`config.mk`:
```
export PLATFORM = sky130hd
export DESIGN_NAME = spi_reg_bank
export DESIGN_NICKNAME = d
export VERILOG_FILES = /design/src/rtl/spi_reg_bank.sv
export SDC_FILE = /design/constraint.sdc
export NUM_CORES = 1
export LEC_CHECK = 0
export ABC_CLOCK_PERIOD_IN_PS = 3700
export BUFFER_PORTS_ARGS = -buffer_cell sky130_fd_sc_hd__buf_4
export CORE_MARGIN = 3
export CORE_UTILIZATION = 50
export DETAILED_ROUTE_END_ITERATION = 7
export HOLD_SLACK_MARGIN = 0.02
export PLACE_DENSITY_LB_ADDON = 0.3
export SLEW_MARGIN = 0
export SYNTH_ARGS = -nofsm -noshare
export SYNTH_HDL_FRONTEND = slang
export SYNTH_SLANG_ARGS = --single-unit
export TNS_END_PERCENT = 30
```
`constraint.sdc`:
```
create_clock -name clk -period 3.7 [get_ports clk]
set_clock_uncertainty 0.15 [all_clocks]
set_input_delay 0.74 -clock clk [delete_from_list [all_inputs] [get_ports clk]]
set_output_delay 0.74 -clock clk [all_outputs]
set_load 0.005 [all_outputs]
```
`src/rtl/spi_reg_bank.sv`:
```
// spi_reg_bank
//   Byte-level command decoder and register bank placed after an SPI slave.
//   Every SPI frame is one register transaction. The first byte is the command:
//   bit7 = 1 means read, 0 means write, and bits6:0 give the start address.
//   Each byte after that is one data slot, and the address auto-increments after
//   each slot.
//
//   Register map:
//     0 ID (RO, ID_VALUE)
//     1 DISP_LO (RW)
//     2 DISP_HI (RW)
//     3 CTRL (RW, bit7 = write-1-to-clear addr_err, reads 0)
//     4 WR_COUNT (RO)
//     5..NUM_REGS-1 scratch (RW)
//
// Ports
//   clk           in   system clock, rising edge
//   rst           in   synchronous active-high reset
//   frame_active  in   SPI chip select asserted (already synchronised)
//   rx_valid      in   one-cycle pulse, rx_byte holds a complete byte
//   rx_byte  [7:0]  in   received byte
//   tx_byte  [7:0]  out  reply byte for the next transfer (registered)
//   display_value [15:0] out  {DISP_HI, DISP_LO}
//   wr_strobe     out  one-cycle pulse per accepted register write
//   addr_err      out  sticky out-of-range access flag
//
// Handshake: a byte is consumed on any clock edge where rx_valid=1. No back-pressure
// exists, and every response (tx_byte, wr_strobe, register update) is visible from
// the following cycle onward.
module spi_reg_bank #(
  parameter int         NUM_REGS = 8,
  parameter logic [7:0] ID_VALUE = 8'hA5
) (
  input  logic        clk,
  input  logic        rst,
  input  logic        frame_active,
  input  logic        rx_valid,
  input  logic [7:0]  rx_byte,
  output logic [7:0]  tx_byte,
  output logic [15:0] display_value,
  output logic        wr_strobe,
  output logic        addr_err
);

  typedef enum logic [1:0] {S_IDLE, S_CMD, S_WR, S_RD} state_t;

  localparam int         AW         = $clog2(NUM_REGS);
  localparam logic [7:0] NUM_REGS_L = 8'(NUM_REGS);
  localparam logic [6:0] LAST_ADDR  = 7'(NUM_REGS - 1);

  state_t     state_q, state_d;
  logic [6:0] addr_q, addr_d;
  logic [7:0] regs_q [NUM_REGS];
  logic [7:0] regs_d [NUM_REGS];
  logic [7:0] wr_cnt_q, wr_cnt_d;
  logic [7:0] tx_q, tx_d;
  logic       wr_strobe_q, wr_strobe_d;
  logic       addr_err_q, addr_err_d;
  // Previous frame_active sample. It is used to detect the 0->1 edge that
  // starts a frame. Reset forces it high so that a frame already in progress
  // during reset stays ignored until chip select drops again.
  logic       fa_prev_q;

  function automatic logic in_range(input logic [6:0] a);
    return {1'b0, a} < NUM_REGS_L;
  endfunction

  // Wraps at NUM_REGS-1. Addresses beyond the map wrap only on 7-bit overflow.
  function automatic logic [6:0] next_addr(input logic [6:0] a);
    return (a == LAST_ADDR) ? 7'd0 : a + 7'd1;
  endfunction

  function automatic logic [7:0] read_val(input logic [6:0] a);
    logic [7:0] v;
    if (!in_range(a))    v = 8'h00;
    else if (a == 7'd0)  v = ID_VALUE;
    else if (a == 7'd4)  v = wr_cnt_q;
    else                 v = regs_q[a[AW-1:0]];
    return v;
  endfunction

  always_comb begin
    state_d     = state_q;
    addr_d      = addr_q;
    regs_d      = regs_q;
    wr_cnt_d    = wr_cnt_q;
    tx_d        = tx_q;
    wr_strobe_d = 1'b0;
    addr_err_d  = addr_err_q;

    case (state_q)
      S_IDLE: begin
        tx_d = 8'h00;
        if (frame_active && !fa_prev_q) state_d = S_CMD;
      end
      S_CMD: begin
        if (rx_valid) begin
          addr_d = rx_byte[6:0];
          if (rx_byte[7]) begin
            state_d = S_RD;
            tx_d    = read_val(rx_byte[6:0]);
            if (!in_range(rx_byte[6:0])) addr_err_d = 1'b1;
          end else begin
            state_d = S_WR;
            tx_d    = 8'h00;
          end
        end
      end
      S_WR: begin
        if (rx_valid) begin
          tx_d   = 8'h00;
          addr_d = next_addr(addr_q);
          if (!in_range(addr_q)) begin
            addr_err_d = 1'b1;
          end else if (addr_q != 7'd0 && addr_q != 7'd4) begin
            wr_strobe_d = 1'b1;
            wr_cnt_d    = wr_cnt_q + 8'd1;
            if (addr_q == 7'd3) begin
              // CTRL bit7 is an action bit and is never stored.
              regs_d[addr_q[AW-1:0]] = {1'b0, rx_byte[6:0]};
              if (rx_byte[7]) addr_err_d = 1'b0;
            end else begin
              regs_d[addr_q[AW-1:0]] = rx_byte;
            end
          end
        end
      end
      S_RD: begin
        if (rx_valid) begin
          addr_d = next_addr(addr_q);
          tx_d   = read_val(next_addr(addr_q));
          if (!in_range(next_addr(addr_q))) addr_err_d = 1'b1;
        end
      end
      default: state_d = S_IDLE;
    endcase

    // A byte that arrives on the same edge as chip-select release is processed
    // above first. After that, the frame ends.
    if (!frame_active) state_d = S_IDLE;
  end

  always_ff @(posedge clk) begin
    if (rst) begin
      state_q     <= S_IDLE;
      addr_q      <= 7'd0;
      for (int i = 0; i < NUM_REGS; i++) regs_q[i] <= 8'h00;
      wr_cnt_q    <= 8'h00;
      tx_q        <= 8'h00;
      wr_strobe_q <= 1'b0;
      addr_err_q  <= 1'b0;
      fa_prev_q   <= 1'b1;
    end else begin
      state_q     <= state_d;
      addr_q      <= addr_d;
      regs_q      <= regs_d;
      wr_cnt_q    <= wr_cnt_d;
      tx_q        <= tx_d;
      wr_strobe_q <= wr_strobe_d;
      addr_err_q  <= addr_err_d;
      fa_prev_q   <= frame_active;
    end
  end

  assign tx_byte       = tx_q;
  assign display_value = {regs_q[2], regs_q[1]};
  assign wr_strobe     = wr_strobe_q;
  assign addr_err      = addr_err_q;

endmodule

```
==> flow_summary.yaml <==
synth:
  netlist.top_cell.by_area: "dfxtp_1"
  yosys_warnings: 0
  synthTopCellsByArea: "dfxtp_1 37%, mux4_2 8.9%, mux2i_1 8.7%"
  ys_seq_elements: 92
  synth-main-ff-cell: "dfxtp_1"
  syn_area_um2: 5040
  syn_area_per_cell_um2: 8.414
  ys_types: 46
  yosysSeqAreaShare_pct: 36.54
  synthArstFlopShare_pct: 0
  synth_top_cell_area_share_pct: 36.54
  postSynthCellCount: 599
  syn_nets: 614
  synth_edf_count: 0
clocking:
  h-tree-depth: 3
  cts_hold_buffers: 0
  cts_made_buffers: 9
  cts_tree: "built"
  clkLatencyLatePin_ps: 370
  cts_num_sinks: 92
  clk_path_buf_depth: 2
  clkTransAtPathRegs_ps: 90
  postCtsSetupRepairBufs: 0
  ctsResizeCount: 0
  cts_root_buf: "clkbuf_8"
global_routing:
  overflow: 0
  grt_pass1_wl_um: 23130
  antenna_found_initial: 0
  grt_max_degree: 85
  grt_pass1_vias: 4227
  track_usage_pct: 26.31
setup_path:
  cp.required_ps: 3850
  endpoint: "tx_byte[7]$_SDFFE_PP0P_"
  end_kind: "flip-flop"
  path_max_fanout: 12
  cp_data_arrival_time_ps: 3100
  reg2regPathDepth: 9
  startpoint: "addr_q[0]$_SDFFE_PP0P_"
  rr_startpoint: "addr_q[0]$_SDFFE_PP0P_"
  worstSetupStartpointType: "flip-flop"
  r2r_slack_ps: 750
  r2r_end: "tx_byte[7]$_SDFFE_PP0P_"
  critical_path_class: "reg -> reg"
route:
  drtIter0Drc: 493
  wirelength_um: 14420
  ant_nets: 0
  wl_met2_um: 6784
  wl_met1_um: 5941
  viasPerCell: 6.161
  vias: 4528
  drc_errors: 0
  routed.top_layer: "met4"
  route.met3.wl_um: 1289
  firstDrtPassIters: 6
  post_drt_wl_per_cell_um: 19.62
final_layout:
  multiInputGateArea_um2: 2887
  fillers: 905
  drive_gt1_share_pct: 15.28
  num_antenna_cells: 0
  area_growth_syn_to_layout_pct: 9.235
  final_util_pct: 56.32
  final_nets: 612
  seq_area_um2: 1842
floorplan:
  dieWidth_um: 106.4
  io_pins: 38
  coreArea_um2: 9774
  die_h_um: 106.4
  rows: 36
  die-area_um2: 11320
  start_util_pct: 51.56
placement:
  gp_congestion: 0.9837
  dp_slack_ps: 652.0
  portBuffers: 37
  dp_hpwl_um: 9951
sta:
  worstMarginPinSlew_ps: 882.3
  relSlewSlack_pct: 40.76
  slew_violations: 0
  hold_viol_final: 0
  fmax_ghz: 0.3392
  tns_ps: 0
  min_period_over_period_pct: 79.69
  whs_ps: 316.7
  rsz0062_at_grt: "no"
  period_minus_slack_ps: 2948
  setup_viol: 0
  setup_slack_ps: 751.5
power:
  power_mw: 1.904
  vdd_drop_max_mv: 0.1973
  power_leakage_nw: 1.975
  powerDensity_nw_per_um2: 345.9
flow_run:
  cap_violations: 0
run_status:
  outcome: "complete, no violations"
hold_path:
  hold_path.class: "reg -> reg"
synth_stat cells (all sizes together) (2+ instances only):
cell	n
nor4	3
mux4	20
or3	2
a211oi	17
a221oi	7
nand3	28
nor2	67
nand2b	3
xor2	5
and3	3
buf	26
nand4	4
ha	3
dfxtp	92
a31oi	2
clkbuf	36
nand2	86
nand3b	2
and2	2
o21ai	13
nor2b	7
nor3b	3
xnor2	3
a22oi	4
a21oi	69
mux2i	44
nor3	28
or4	2
inv	4
a211o	4
layer usage:
| layer | vias up | GRT usage, % |
|---|---|---|
| li1 | 2119 | - |
| met1 | 2154 | 35.68 |
| met2 | 220 | 42.13 |
| met3 | 35 | 4.675 |
| met4 | 0 | 9.528 |
| met5 | - | 0 |
worst min path at each step:
stage / startpoint / endpoint / slack [ps] / cells past startpoint
6_report: flip-flop / flip-flop / 320 / 2
5_1_grt: flip-flop / flip-flop / 350 / 2
4_1_cts: flip-flop / flip-flop / 320 / 2
3_5_place_dp: flip-flop / flip-flop / 300 / 2
3_3_place_gp: flip-flop / flip-flop / 300 / 2
2_1_floorplan: flip-flop / flip-flop / 280 / 2
critical path, stage by stage, from the launching register on:
cell and delay [ps]:
dfxtp_1 330, buf_4 200, ha_1 360, and3b_1 260, a21oi_2 620, buf_4 340, mux2i_1 100, a22oi_1 290
nand2_1 90, a21oi_1 130
layout make-up:
type | instances | share of cell area, %
Inverter | 4 | 0.2727
Timing Repair Buffer | 49 | 6.682
Sequential cell | 92 | 33.45
Clock inverter | 3 | 1.250
Tap cell | 133 | 3.023
Multi-Input combinational cell | 441 | 52.43
Clock buffer | 13 | 2.886
logic make-up after synthesis:
group | Yosys count | share of synthesized area, %
buffers and inverters | 66 | 6.256
flip-flops | 92 | 36.54
AND/OR/NAND/NOR | 244 | 22.91
XOR/XNOR | 8 | 1.390
AO/OA/AOI/OAI | 122 | 14.47
multiplexers | 64 | 17.68
adder cells (fa/ha/maj) | 3 | 0.7449
placed cells by master (no fill, tap or decap), types with 3 or more instances in the layout:
| master | count |
|---|---|
| a221oi_1 | 7 |
| clkbuf_8 | 11 |
| nand4_1 | 4 |
| and3_1 | 3 |
| a211oi_1 | 17 |
| nor2b_1 | 7 |
| buf_4 | 49 |
| o21ai_0 | 13 |
| a21oi_1 | 68 |
| nor3_1 | 24 |
| a22oi_1 | 4 |
| xor2_1 | 5 |
| xnor2_1 | 3 |
| nor2_1 | 67 |
| nor3_4 | 4 |
| mux4_2 | 20 |
| dfxtp_1 | 92 |
| a211o_1 | 4 |
| ha_1 | 3 |
| mux2i_1 | 44 |
| nand2b_1 | 3 |
| inv_1 | 4 |
| nand3_1 | 28 |
| nand2_1 | 85 |
report_power, final:
part           internal, mW  switching (mW)
Clock                 0.420           0.350
Combinational        0.0439          0.0937
Sequential            0.993         0.00419
metrics by stage:
stage	cells	cell area (um2)
floorplan	599	5040
global placement	719	5278
detailed placement	719	5278
CTS	735	5505
global route	735	5505
finish	735	5505
No activity file was read; power rests on OpenSTA's default activity.
